### src/rtl/periferico_stdin_pkg.sv
// Shared definitions for the stdin peripheral: register addresses,
// entry width, status bit positions and the debounce FSM states.
package stdin_pkg;

    localparam logic [31:0] STDIN_DADOS  = 32'h0000_00F8;
    localparam logic [31:0] STDIN_STATUS = 32'h0000_00FC;

    localparam int LARGURA_ENTRADA = 7;

    localparam int BIT_NAO_VAZIO  = 0;
    localparam int BIT_CHEIO      = 1;
    localparam int BIT_TRANSBORDO = 2;

    typedef enum logic [1:0] {
        OCIOSO,
        FILTRANDO,
        PRESSIONADO,
        SOLTANDO
    } estado_t;

endpackage

### src/rtl/periferico_stdin_if.sv
// Load-bus and board I/O bundle of the stdin peripheral; the processor
// side uses modport master, the peripheral uses modport slave.
interface periferico_stdin_if;
    import stdin_pkg::*;

    logic [31:0]                end_lei;
    logic                       le;
    logic [31:0]                saida;
    logic                       sel_stdin;
    logic [LARGURA_ENTRADA-1:0] chaves;
    logic                       botao;
    logic                       cheio;
    logic [LARGURA_ENTRADA-1:0] eco;

    modport master (
        output end_lei, le, chaves, botao,
        input  saida, sel_stdin, cheio, eco
    );

    modport slave (
        input  end_lei, le, chaves, botao,
        output saida, sel_stdin, cheio, eco
    );

endinterface

### src/rtl/fifo_stdin.sv
// Small FIFO of switch captures; pointers and count carry one extra bit
// so full and empty are told apart by the count alone.
module fifo_stdin
    import stdin_pkg::*;
#(
    parameter int PROFUNDIDADE = 4
) (
    input  logic                       clk,
    input  logic                       reset,
    input  logic                       push,
    input  logic                       pop,
    input  logic [LARGURA_ENTRADA-1:0] dado_in,
    output logic [LARGURA_ENTRADA-1:0] head,
    output logic                       cheio,
    output logic                       vazio,
    output logic                       overflow
);

    localparam int AW = $clog2(PROFUNDIDADE);

    logic [LARGURA_ENTRADA-1:0] mem [PROFUNDIDADE];
    logic [AW:0]                ptr_lei;
    logic [AW:0]                ptr_esc;
    logic [AW:0]                contagem;
    logic                       pop_ok;
    logic                       push_ok;

    assign vazio    = (contagem == '0);
    assign cheio    = (contagem == (AW+1)'(PROFUNDIDADE));
    assign pop_ok   = pop && !vazio;
    // A simultaneous pop frees the slot, so a push into a full FIFO still lands.
    assign push_ok  = push && (!cheio || pop_ok);
    assign overflow = push && !push_ok;
    assign head     = mem[ptr_lei[AW-1:0]];

    always_ff @(posedge clk or negedge reset) begin
        if (!reset) begin
            ptr_lei  <= '0;
            ptr_esc  <= '0;
            contagem <= '0;
        end else begin
            if (pop_ok)
                ptr_lei <= ptr_lei + 1'b1;
            if (push_ok)
                ptr_esc <= ptr_esc + 1'b1;
            contagem <= contagem + (AW+1)'(push_ok) - (AW+1)'(pop_ok);
        end
    end

    always_ff @(posedge clk) begin
        if (push_ok)
            mem[ptr_esc[AW-1:0]] <= dado_in;
    end

endmodule

### src/rtl/periferico_stdin.sv
// Memory-mapped stdin peripheral: debounced button captures the switches
// into a FIFO read at STDIN_DADOS, status at STDIN_STATUS. Optional echo
// register enabled by STDIN_ECO_EN.
module periferico_stdin
    import stdin_pkg::*;
#(
    parameter int DEBOUNCE_CICLOS = 4,
    parameter int PROFUNDIDADE    = 4
) (
    input logic               clk,
    input logic               reset,
    periferico_stdin_if.slave bus
);

    localparam int             CW       = (DEBOUNCE_CICLOS > 1) ? $clog2(DEBOUNCE_CICLOS) : 1;
    localparam logic [CW-1:0]  CONT_MAX = CW'(DEBOUNCE_CICLOS - 1);

    logic [1:0]                 sincro;
    logic                       botao_s;
    estado_t                    estado;
    logic [CW-1:0]              cont;
    logic                       push;
    logic                       le_dados;
    logic                       le_status;
    logic [LARGURA_ENTRADA-1:0] head;
    logic                       cheio;
    logic                       vazio;
    logic                       overflow;
    logic                       transbordo;

    always_ff @(posedge clk or negedge reset) begin
        if (!reset)
            sincro <= '0;
        else
            sincro <= {sincro[0], bus.botao};
    end

    assign botao_s = sincro[1];
    assign push    = (estado == FILTRANDO) && botao_s && (cont == CONT_MAX);

    always_ff @(posedge clk or negedge reset) begin
        if (!reset) begin
            estado <= OCIOSO;
            cont   <= '0;
        end else begin
            case (estado)
                OCIOSO: begin
                    if (botao_s) begin
                        estado <= FILTRANDO;
                        cont   <= '0;
                    end
                end
                FILTRANDO: begin
                    if (!botao_s)
                        estado <= OCIOSO;
                    else if (cont == CONT_MAX)
                        estado <= PRESSIONADO;
                    else
                        cont <= cont + 1'b1;
                end
                PRESSIONADO: begin
                    if (!botao_s) begin
                        estado <= SOLTANDO;
                        cont   <= '0;
                    end
                end
                SOLTANDO: begin
                    if (botao_s)
                        estado <= PRESSIONADO;
                    else if (cont == CONT_MAX)
                        estado <= OCIOSO;
                    else
                        cont <= cont + 1'b1;
                end
                default: estado <= OCIOSO;
            endcase
        end
    end

    assign le_dados  = bus.le && (bus.end_lei == STDIN_DADOS);
    assign le_status = bus.le && (bus.end_lei == STDIN_STATUS);

    fifo_stdin #(
        .PROFUNDIDADE(PROFUNDIDADE)
    ) u_fifo (
        .clk      (clk),
        .reset    (reset),
        .push     (push),
        .pop      (le_dados),
        .dado_in  (bus.chaves),
        .head     (head),
        .cheio    (cheio),
        .vazio    (vazio),
        .overflow (overflow)
    );

    // Setting has priority so an overflow coinciding with a status read is not lost.
    always_ff @(posedge clk or negedge reset) begin
        if (!reset)
            transbordo <= 1'b0;
        else if (overflow)
            transbordo <= 1'b1;
        else if (le_status)
            transbordo <= 1'b0;
    end

    always_comb begin
        bus.saida     = '0;
        bus.sel_stdin = 1'b0;
        if (bus.end_lei == STDIN_DADOS) begin
            bus.sel_stdin = 1'b1;
            if (!vazio)
                bus.saida = {{(32-LARGURA_ENTRADA){1'b0}}, head};
        end else if (bus.end_lei == STDIN_STATUS) begin
            bus.sel_stdin                 = 1'b1;
            bus.saida[BIT_NAO_VAZIO]  = !vazio;
            bus.saida[BIT_CHEIO]      = cheio;
            bus.saida[BIT_TRANSBORDO] = transbordo;
        end
    end

    assign bus.cheio = cheio;

`ifdef STDIN_ECO_EN
    logic [LARGURA_ENTRADA-1:0] eco_reg;

    always_ff @(posedge clk or negedge reset) begin
        if (!reset)
            eco_reg <= '0;
        else if (push && !overflow)
            eco_reg <= bus.chaves;
    end

    assign bus.eco = eco_reg;
`else
    assign bus.eco = '0;
`endif

endmodule

### src/flat_wrapper.sv
// flat-port wrapper written by rule: the top's interface ports become plain ports
module periferico_stdin_flat import stdin_pkg::*;
#(
    parameter int DEBOUNCE_CICLOS = 4,
    parameter int PROFUNDIDADE    = 4
)
  (clk, reset, bus_end_lei, bus_le, bus_chaves, bus_botao, bus_saida, bus_sel_stdin, bus_cheio, bus_eco);
  periferico_stdin_if bus_i ();
  input logic clk;
  input logic reset;
  input wire logic [$bits(bus_i.end_lei)-1:0] bus_end_lei;
  input wire logic [$bits(bus_i.le)-1:0] bus_le;
  input wire logic [$bits(bus_i.chaves)-1:0] bus_chaves;
  input wire logic [$bits(bus_i.botao)-1:0] bus_botao;
  output wire logic [$bits(bus_i.saida)-1:0] bus_saida;
  output wire logic [$bits(bus_i.sel_stdin)-1:0] bus_sel_stdin;
  output wire logic [$bits(bus_i.cheio)-1:0] bus_cheio;
  output wire logic [$bits(bus_i.eco)-1:0] bus_eco;
  assign bus_i.end_lei = bus_end_lei;
  assign bus_i.le = bus_le;
  assign bus_i.chaves = bus_chaves;
  assign bus_i.botao = bus_botao;
  assign bus_saida = bus_i.saida;
  assign bus_sel_stdin = bus_i.sel_stdin;
  assign bus_cheio = bus_i.cheio;
  assign bus_eco = bus_i.eco;
  periferico_stdin #(.DEBOUNCE_CICLOS(DEBOUNCE_CICLOS), .PROFUNDIDADE(PROFUNDIDADE)) u_core (.clk(clk), .reset(reset), .bus(bus_i));
endmodule
### config.mk
export PLATFORM = sky130hd
export DESIGN_NAME = periferico_stdin_flat
export DESIGN_NICKNAME = d
export VERILOG_FILES = /design/src/rtl/periferico_stdin_pkg.sv /design/src/rtl/periferico_stdin_if.sv /design/src/rtl/fifo_stdin.sv /design/src/rtl/periferico_stdin.sv /design/src/flat_wrapper.sv
export SDC_FILE = /design/constraint.sdc
export NUM_CORES = 1
export LEC_CHECK = 0
export CAP_MARGIN = 25
export CORE_MARGIN = 3
export CORE_UTILIZATION = 48
export CTS_CLUSTER_SIZE = 12
export DETAILED_ROUTE_END_ITERATION = 16
export PLACE_DENSITY = 0.93
export SLEW_MARGIN = 20
export SYNTH_ARGS = -nofsm -noshare
export SYNTH_HDL_FRONTEND = slang
export SYNTH_SLANG_ARGS = --single-unit
export TNS_END_PERCENT = 20
### constraint.sdc
create_clock -name clk -period 3.05 [get_ports clk]
set_input_delay 0.61 -clock clk [delete_from_list [all_inputs] [get_ports clk]]
set_output_delay 0.61 -clock clk [all_outputs]
set_load 0.02 [all_outputs]
* Word-level counts from Yosys, hierarchy flattened
Memory sizes are Yosys's and may differ from the RTL's.
Cells that the tools add are included.
** Operators by class
- Reductions and logical operators :: 16
- $add $sub $neg :: 5
- Muxes and demuxes :: 23
- Eq/ne operators :: 13
** Operators by type and width (number)
- $eq 32x8->1 const B :: 2
- $mux 29 :: 1
- $mux 2 :: 11
- $pmux 2 s4 :: 2
- $reduce_and 4->1 :: 2
- $logic_and 1x1->1 :: 7
- $mux 7 :: 1
- $add 3x1->3 const B :: 2
- $eq 2x2->1 const B :: 3
- $mux 1 :: 6
- $mux 3 :: 2
- $ne 2x1->1 const B :: 2
- $ne 2x2->1 const B :: 2
- $add 3x1->3 :: 1
- $eq 3x3->1 const B :: 1
- $logic_not 1->1 :: 3
- $logic_not 3->1 :: 1
- $ne 3x1->1 const B :: 1
- $ne 3x3->1 const B :: 1
- $sub 3x1->3 :: 1
- $add 2x1->2 const B :: 1
- $eq 2x1->1 const B :: 1
- $logic_not 2->1 :: 1
- $reduce_bool 2->1 :: 1
- $logic_or 1x1->1 :: 1
** Word-level totals
- Memories :: 1
- Input bits :: 43
- RAM bits :: 28
- Logic and storage cells :: 65
- Output and inout bits :: 41
- Register bits :: 16
** Memories
- u_core.u_fifo.mem :: words 4, bits a word 7, read ports 1, clocked after Yosys merged registers in 0, wr ports 1, RTL line fifo_stdin.sv:21 : logic [LARGURA_ENTRADA-1:0] mem [PROFUNDIDADE];

* Longest topological paths before layout
Gate-level depths: netlist of run 1.
- Depth in word-level cells :: 8
- Gate-level depth with buffers :: 9
- Gate-level depth less buffers :: 9

* By module
A second synthesis of run 1 with hierarchy kept.
** Unflattened totals
- Cells, all modules :: 158
- Area total of the unflattened synthesis :: 2269.7 um^2
** Modules (own cells, without submodules)
- fifo_stdin :: area each 1455.1 um^2, seq. area each 1016.0 um^2, cells an instance 74, times used 1
- periferico_stdin :: area each 814.5 um^2, seq. area each 175.2 um^2, cells an instance 84, times used 1

* Worst setup path after synthesis of run 1
Ideal clock, no wire load.
- Path type :: input-to-output
- From :: input port bus_end_lei[15]
- To :: output port bus_saida[3]
- Path slack :: 498 ps
- Path buffers :: 1
- Arrival :: 1942 ps
- Cell stages on the path :: 5
- Data required time :: 2440 ps
- Path through :: nor4b_1 > nand4_1 > buf_2 > nor2_1 > and3_1
** On the way
- Longest elaborated chain between the ends :: 2
** Ends and longest elaborated chain
- start: declaration :: RTL line flat_wrapper.sv:11 : input wire logic [$bits(bus_i.end_lei)-1:0] bus_end_lei;
- $eq 32x8->1 :: RTL line periferico_stdin.sv:110 : if (bus.end_lei == STDIN_DADOS) begin
- $mux 29 :: RTL line periferico_stdin.sv:110
- end: declaration :: RTL line flat_wrapper.sv:15 : output wire logic [$bits(bus_i.saida)-1:0] bus_saida;
No other way between the ends.

* Worst setup path after layout of run 1
- From :: input port bus_end_lei[8]
- To :: output port bus_saida[2]
** On the way
- Longest elaborated chain between the ends :: 3
- Elaborated cells on any way between the ends :: 4
- Classes of those cells :: 2 x eq/ne; 2 x mux
** Ends and longest elaborated chain
- $eq 32x8->1 :: RTL line periferico_stdin.sv:114 : end else if (bus.end_lei == STDIN_STATUS) begin
- $mux 3 :: RTL line periferico_stdin.sv:114
- $mux 3 * :: RTL line periferico_stdin.sv:110
Mark *: on every way between the ends. The rest lies on a longest branch, timed or not.

==> metrics.md, run 1 <==
| Metric | Value |
|---|---|
| ANT nets after route | 0 |
| Clock Power Share | roughly a quarter |
| Avg Cell Area, Syn | 12.65 um^2 |
| Setup Fix Bufs, Post-CTS | 0 |
| Initial antenna violation count | 0 |
| Port Buffers | 51 |
| Met2 usage | 32.97% |
| Met1 capacity usage during global routing | about 18% |
| Antenna diodes | 0 |
| Ys Warns | 0 |
| Seq pwr share | 52.1% |
| Vias in the first global route | 1511 |
| Layout fillers | 311 |
| PwrDens | 493.0 nW/um^2 |
| Worst-margin pin slew | about 0.67 ns |
| Drt drc | 0 |
| Worst Path Arrival | 2.33 ns |
| Crit-path max FO | 6 |
| CTS sink cnt | 42 |
| WL/cell | 15.39 um |
| Clock transition at the registers of the reported paths | 0.07 ns |
| CTS tree | yes |
| Result of the run | finished clean |
| DIE AREA | 5521 um^2 |
| Worst rel slew slack | 55.05% |
| CP delay by family, top | buffers and inverters |
| CP startpoint kind | primary input |
| Worst Setup Path Type | in -> out |
| Site row count | 24 |
| Yosys cell types | 39 |
| Fmax | 340.0 MHz |
| Worst hold stages | 0 |
| Buffers & Inverters on Critical Path | 3 |
| H-Tree Depth | 2 |
| Psw | 423.8 uW |
| Comb pwr share | between 20 and 25% |
| Post-Synthesis Cells | 177 |
| Initial core utilization | approximately 50% |
| Largest net degree at the start of global routing | 16 |
| Post-synthesis sequential area ratio | 53.18% |
| Worst vdd ir | 0.3592 mV |
| Final period utilization | 96.42% |
| Clk_lat worst skew | 0.30 ns |
| Clock Skew | 0.01053 ns |
| Fin crit period | 2.941 ns |
| Area leader, netlist | edfxtp_1 |
| Cells resized by post-CTS repair | 9 |
| Finished layout cell area | 2843 um^2 |
| Mapped Area | about 2200 um^2 |
| Commonest cells post-synth | 32 x buf_4, 28 x edfxtp_1, 15 x nand2_1 |
| Crit. End Element | output port |
| Count leader, synth | buf_4 |
| Synth top area share | 37.54% |
| Root buffer cell | clkbuf_8 |
| Overall power | 1402 uW |
| Post-DP HPWL | 3596 um |
| Placeable Area | 4444 um^2 |
| Hold Vio Cnt, Final | 0 |
| Area Overhead vs Synth | 26.93% |
| Synth Register Bits | 42 |
| CP cell instances | clkdlybuf4s50_1 > nor4_2 > nand4_1 > buf_4 > nor3_1 > dlygate4sd2_1 |
| Routed vias | between 1500 and 2000 |
| Synth area leaders | edfxtp_1 38%, dfrtp_1 16%, buf_4 11% |
| Total GRT Usage | 17.16% |
| Slowest CP cell | clkdlybuf4s50_1 |
| Total grt overflow | 0 |
| Iteration-0 DRC Markers | 92 |
| I/O pin count | 84 |
| Die Y | 74.31 um |
| Fin. max-slew vios | 0 |
| Max cap viols | 0 |
| CP required | 2.44 ns |
| Fin nets | 292 |
| Met3 usage in global routing | 4.189% |
| Die width | 74.31 um |
| Slowest cell delay on critical path | 0.45 ns |
| Grt peak-use layer | met2 |
| Leak | between 0.001 and 0.0015 uW |
| Layout cells sized above 1 | 17.28% |
| Internal power | between 900 and 1000 uW |
| Vias per inst | 5.115 |
| Maximum clock path buffer count | 2 |
| CTS Hold Bufs | 0 |
| Setup Viol. Count Final | 0 |
| First-pass GRT wire length | 6969 um |
| Sw Ratio | 30.24% |
| R2R depth | 9 |
| Flop2flop setup slack | between 0.8 and 0.9 ns |
| Min-Delay Path Class | reg -> reg |
| Num CTS Buffers | 5 |
| Dpl cell area | 2764 um^2 |
| Final Wtd Congestion | 0.9656 |
| Synth Flop Type | edfxtp_1 |
| Routed WL | 4540 um |
| FFs w/ async S/R, synth | 33.33% |
| WP depth | 6 |
| Post-synth EDFFs | 28 |
| 1st-pass router iterations | 4 |
[cells in the final DEF, fill, tap and decap left out, types with 2 or more instances in the layout]
cell / count
clkdlybuf4s50_1: 43
dlygate4sd2_1: 2
o211ai_1: 3
nand4_1: 2
conb_1: 32
clkbuf_8: 5
ha_1: 6
xnor2_1: 3
o21ai_0: 5
nor4_2: 4
nand2b_1: 2
or3b_1: 2
nand3_1: 2
buf_4: 15
mux4_2: 7
mux2i_1: 3
edfxtp_1: 28
nor3_1: 4
nand2_1: 15
and3_1: 4
inv_1: 5
nor4_1: 4
dfrtp_1: 14
clkbuf_2: 4
nor2_1: 8
clkinvlp_4: 2
xor2_1: 3
[layout make-up]
class | instances | area [um^2] | share of cell area, %
Clock buffer | 5 | 68.82 | 2.421
Clock inverter | 3 | 23.77 | 0.8363
Inverter | 5 | 18.77 | 0.6602
Multi-Input combinational cell | 123 | 885.9 | 31.16
Sequential cell | 42 | 1191 | 41.90
Tap cell | 52 | 65.06 | 2.289
Timing Repair Buffer | 65 | 589.3 | 20.73
[metrics by stage]
| stage | hold WS [ns] | util, % | TNS [ns] | instances | setup slack (ns) |
|---|---|---|---|---|---|
| floorplan | 0.3144 | - | 0 | 208 | 0.4978 |
| global placement | 0.3326 | 62.19 | -2.139 | 287 | -0.3517 |
| detailed placement | 0.3396 | 62.19 | -1.934 | 287 | -0.2993 |
| CTS | 0.3580 | 64.02 | 0 | 295 | 0.01135 |
| global route | 0.3691 | 63.96 | -0.004432 | 295 | -0.004432 |
| finish | 0.3526 | 63.96 | 0 | 295 | 0.1091 |
[routing by layer]
metal	routed length [um]	part of all wire [%]	vias up
met1	1645	36	717
met2	2400	53	76
li1	-	-	712
met5	0	0	-
met3	456	10	4
met4	37	0.81	0
[registers in the layout, indices dropped and copies added (netlist names), named ones only]
signal                  count
u_core.estado               1
u_core.sincro               2
u_core.u_fifo.ptr_esc       2
u_core.u_fifo.mem          28
u_core.u_fifo.ptr_lei       2
u_core.u_fifo.contagem      3
u_core.cont                 2
u_core.transbordo           1
[logic make-up (layout without fill, tap and decap cells)]
family                   after synthesis  after routing  synth area share [%]
adder cells (fa/ha/maj)                7              7                 4.246
multiplexers                          11             11                 8.883
other                                  1             32                0.1674
flip-flops                            42             42                 53.18
AO/OA/AOI/OAI                         13             13                 3.910
buffers and inverters                 43             78                 13.02
XOR/XNOR                               6              6                 2.347
AND/OR/NAND/NOR                       54             54                 14.25
[worst paths after layout]
| kind | startpoint | to |
|---|---|---|
| max in group asynchronous | reset | async pin |
| worst min register to register | u_core.sincro[0] | u_core.sincro[1] |
| worst max-delay path | bus_end_lei[8] | bus_saida[2] |
| min in group asynchronous | reset | u_core.u_fifo.contagem[0] |
| worst max register to register | u_core.cont[0] | u_core.u_fifo.contagem[2] |
| worst min-delay path | u_core.sincro[0] | u_core.sincro[1] |
[power by group through the flow]
stage / combinational, uW / clock (uW) / sequential [uW]
after floorplan: 231 / 0 / 723
after global placement: 289 / 0 / 733
after detailed placement: 309 / 0 / 740
after CTS: 311 / 368 / 730
after global routing: 347 / 399 / 744
final: 309 / 363 / 730
[worst register-to-register path, delay by kind of cell (launching register included)]
| family | cells | cell delay, ns |
|---|---|---|
| simple gates | 1 | 0.24 |
| fa+ha+maj | 3 | 0.78 |
| flops | 1 | 0.38 |
| mux | 2 | 0.26 |
| xor+xnor | 3 | 0.49 |
Power figures use the tool's default switching activity.
==> run 2, diff against run 1 <==
CORE_UTILIZATION = 40   (was 48)
CTS_CLUSTER_SIZE = 16   (was 12)
PLACE_DENSITY = 0.83   (was 0.93)
clock period = 2.4 ns   (was 3.05 ns; I/O delays follow)
==> metrics.md, run 2 (synthesized netlist as in run 1, its figures left out) <==
| Metric | Value |
|---|---|
| R2R depth | 9 (unchanged) |
| Largest net degree at the start of global routing | 15 (-1) |
| Hold Vio Cnt, Final | 0 (unchanged) |
| Num CTS Buffers | 5 (unchanged) |
| 1st-pass router iterations | 4 (unchanged) |
| Sw Ratio | 27.99% (-2.3 points) |
| Clock Skew | 0.01135 ns (+0.0008185 ns) |
| DIE AREA | 6533 um^2 (+18%) |
| Total GRT Usage | 15.22% (-1.9 points) |
| Max FFs per register | 28 (unchanged) |
| First-pass GRT wire length | 7445 um (+6.8%) |
| Min-Delay Path Class | reg -> reg |
| Crit-path most repeated cell | buf_4 |
| PwrDens | 598.5 nW/um^2 (+21%) |
| ANT nets after route | 0 (unchanged) |
| Worst setup margin | 0.04390 ns (-0.06518 ns) |
| Psw | 524.1 uW (+24%) |
| Site row count | 26 (+8.3%) |
| Worst Setup SP | u_core.u_fifo.ptr_lei[0] |
| WL/cell | 14.71 um (-4.4%) |
| Worst Path Arrival | 1.88 ns (-0.45 ns) |
| Drt drc | 0 (unchanged) |
| Final Wtd Congestion | 0.8044 (-17%) |
| Internal power | 1349 uW (+38%) |
| CP startpoint kind | flop |
| CTS sink cnt | 42 (unchanged) |
| Fin. max-slew vios | 0 (unchanged) |
| Overall power | 1873 uW (+34%) |
| Flop2flop setup slack | 0.22 ns (-0.59 ns) |
| Root buffer cell | clkbuf_8 |
| Setup Viol. Count Final | 0 (unchanged) |
| Worst vdd ir | 0.4118 mV (+15%) |
| Clock transition at the registers of the reported paths | 0.08 ns (about the same) |
| Die Y | 80.83 um (+8.8%) |
| RSZ-0062 raised after global routing | true |
| Buffers & Inverters on Critical Path | 2 (-1) |
| Placed cell count | 315 (+9.8%) |
| Fin crit period | ~2.4 ns |
| Initial core utilization | 42.50% (-7.9 points) |
| Worst Setup Path Type | reg -> out |
| Max cap viols | 0 (unchanged) |
| H-Tree Depth | 2 (unchanged) |
| Final Non-Filler Cells | 324 (+9.8%) |
| CP cell instances | mux4_2 > mux2i_1 > nor4_4 > buf_4 > buf_4 |
| Layout fillers | 408 (+31%) |
| Worst rel slew slack | 54.37% (-0.69 points) |
| Crit-path max FO | 3 (-3) |
| Placeable Area | 5270 um^2 (+19%) |
| CP required | 1.92 ns (-0.52 ns) |
| Pre-CTS setup slack | -0.7854 ns (-0.4860 ns) |
| Worst-margin pin slew | 0.6824 ns (+0.01030 ns) |
| CTS Hold Bufs | 0 (unchanged) |
| I/O pin count | 84 (unchanged) |
| Antenna diodes | 0 (unchanged) |
| Result of the run | finished clean |
| Reg2reg end | u_core.u_fifo.contagem[2] |
| Commonest non-fill, non-tap cell in the layout | conb_1 |
| R2r startpoint | u_core.cont[0] |
| Vias in the first global route | 1528 (+1.1%) |
| Die width | 80.83 um (+8.8%) |
| Area Overhead vs Synth | 39.72% |
| Most frequent cells in the layout | 32 x conb_1, 28 x edfxtp_1, 22 x dlygate4sd2_1, 22 x buf_4, 15 x nand2_1 |
| Slowest CP cell | mux4_2 |
| Fin nets | 303 (+3.8%) |
| Leak | 0.001327 uW (+16%) |
| Initial antenna violation count | 0 (unchanged) |
| Clk_lat worst skew | 0.29 ns (about the same) |
| Clock Power Share | 28.7% (+2.8 points) |
| Vias per inst | 4.880 (-4.6%) |
| CTS tree | yes |
| Slowest cell delay on critical path | 0.52 ns (+0.07 ns) |
| Routed WL | 4765 um (+5.0%) |
| Fmax | 424.4 MHz |
| Seq pwr share | 49.6% (-2.5 points) |
| Final period utilization | 98.17% |
| Comb pwr share | 21.7% (-0.3 points) |
| Layout cells sized above 1 | 27.56% (+10 points) |
| Maximum clock path buffer count | 2 (unchanged) |
| Post-DP HPWL | 3472 um (-3.5%) |
| CP delay by family, top | multiplexers |
| Routed vias | 1581 (+4.8%) |
| Crit. End Element | output port |
| Crit path capture | bus_saida[1] |
| Iteration-0 DRC Markers | 92 (unchanged) |
| WP depth | 5 (-1) |
| Port Buffers | 51 (unchanged) |
| Total grt overflow | 0 (unchanged) |
run 2: changes by cell type in the layout (fill, tap and decap cells not counted), moves of 3 or more:
cell and change:
clkdlybuf4s50_1 -31, dlygate4sd2_1 +20, buf_6 +9, buf_4 +7, dlymetal6s2s_1 +6, nor4_1 -4
nor4_4 +4, clkbuf_2 -3, clkdlybuf4s15_1 +3
run 2: power by group through the flow:
stage | combinational (uW) | clock, uW | sequential (uW)
after floorplan | 293 | 0 | 918
after global placement | 375 | 0 | 932
after detailed placement | 391 | 0 | 939
after CTS | 404 | 548 | 926
after global routing | 454 | 580 | 942
final | 406 | 538 | 929
run 2: per-stage QoR:
step | setup TNS (ns) | cell area, um^2 | util, % | hold WS, ns
2_1_floorplan | 0 | 2356 | - | 0.1844
5_1_grt | -0.04879 | 3129 | 59.38 | 0.3693
4_1_cts | -0.07622 | 3054 | 57.95 | 0.3551
3_3_place_gp | -13.73 | 2874 | 54.53 | 0.3322
3_5_place_dp | -15.99 | 2874 | 54.53 | 0.3387
6_report | 0 | 3129 | 59.38 | 0.3528
run 2: worst reg2reg max path: cells and delay by family (launching register included):
family | cells | cell delay (ns)
mux | 2 | 0.23
xor+xnor | 3 | 0.48
flops | 1 | 0.38
simple gates | 1 | 0.25
fa+ha+maj | 3 | 0.73
run 2: area by class of cell:
class                      instances  area (um^2)  area share [%]
inverter                           5        18.77          0.5998
clock inverter                     1        30.03          0.9596
tap                               70        87.58           2.799
sequential                        42         1192           38.10
clock buffer                       7        76.32           2.439
timing repair buffer              76        709.4           22.67
multi-input combinational        123         1015           32.43
run 2: metal layers:
metal	wire, um	track usage (%)	up-vias
li1	-	-	735
met1	1811	18.31	765
met2	2458	25.78	75
met3	428	4.324	6
met4	66	5.912	0
met5	0	0	-
run 2: worst min-delay path by stage:
stage                      from                to  slack, ns  depth (start not counted)
6_report       u_core.sincro[0]  u_core.sincro[1]       0.35                          0
4_1_cts        u_core.sincro[0]  u_core.sincro[1]       0.36                          0
3_3_place_gp   u_core.sincro[0]  u_core.sincro[1]       0.33                          0
2_1_floorplan             reset         async pin       0.18                          0
3_5_place_dp   u_core.sincro[0]  u_core.sincro[1]       0.34                          0
5_1_grt        u_core.sincro[0]  u_core.sincro[1]       0.37                          0
run 2: what timing repair did:
item | in CTS | in global routing
gates resized for setup | 84 | 23
endpoints found under the hold margin | 0 | 0
setup endpoints to repair | 38 | 10
pin swaps | 14 | 14
buffers inserted | 1 | 0
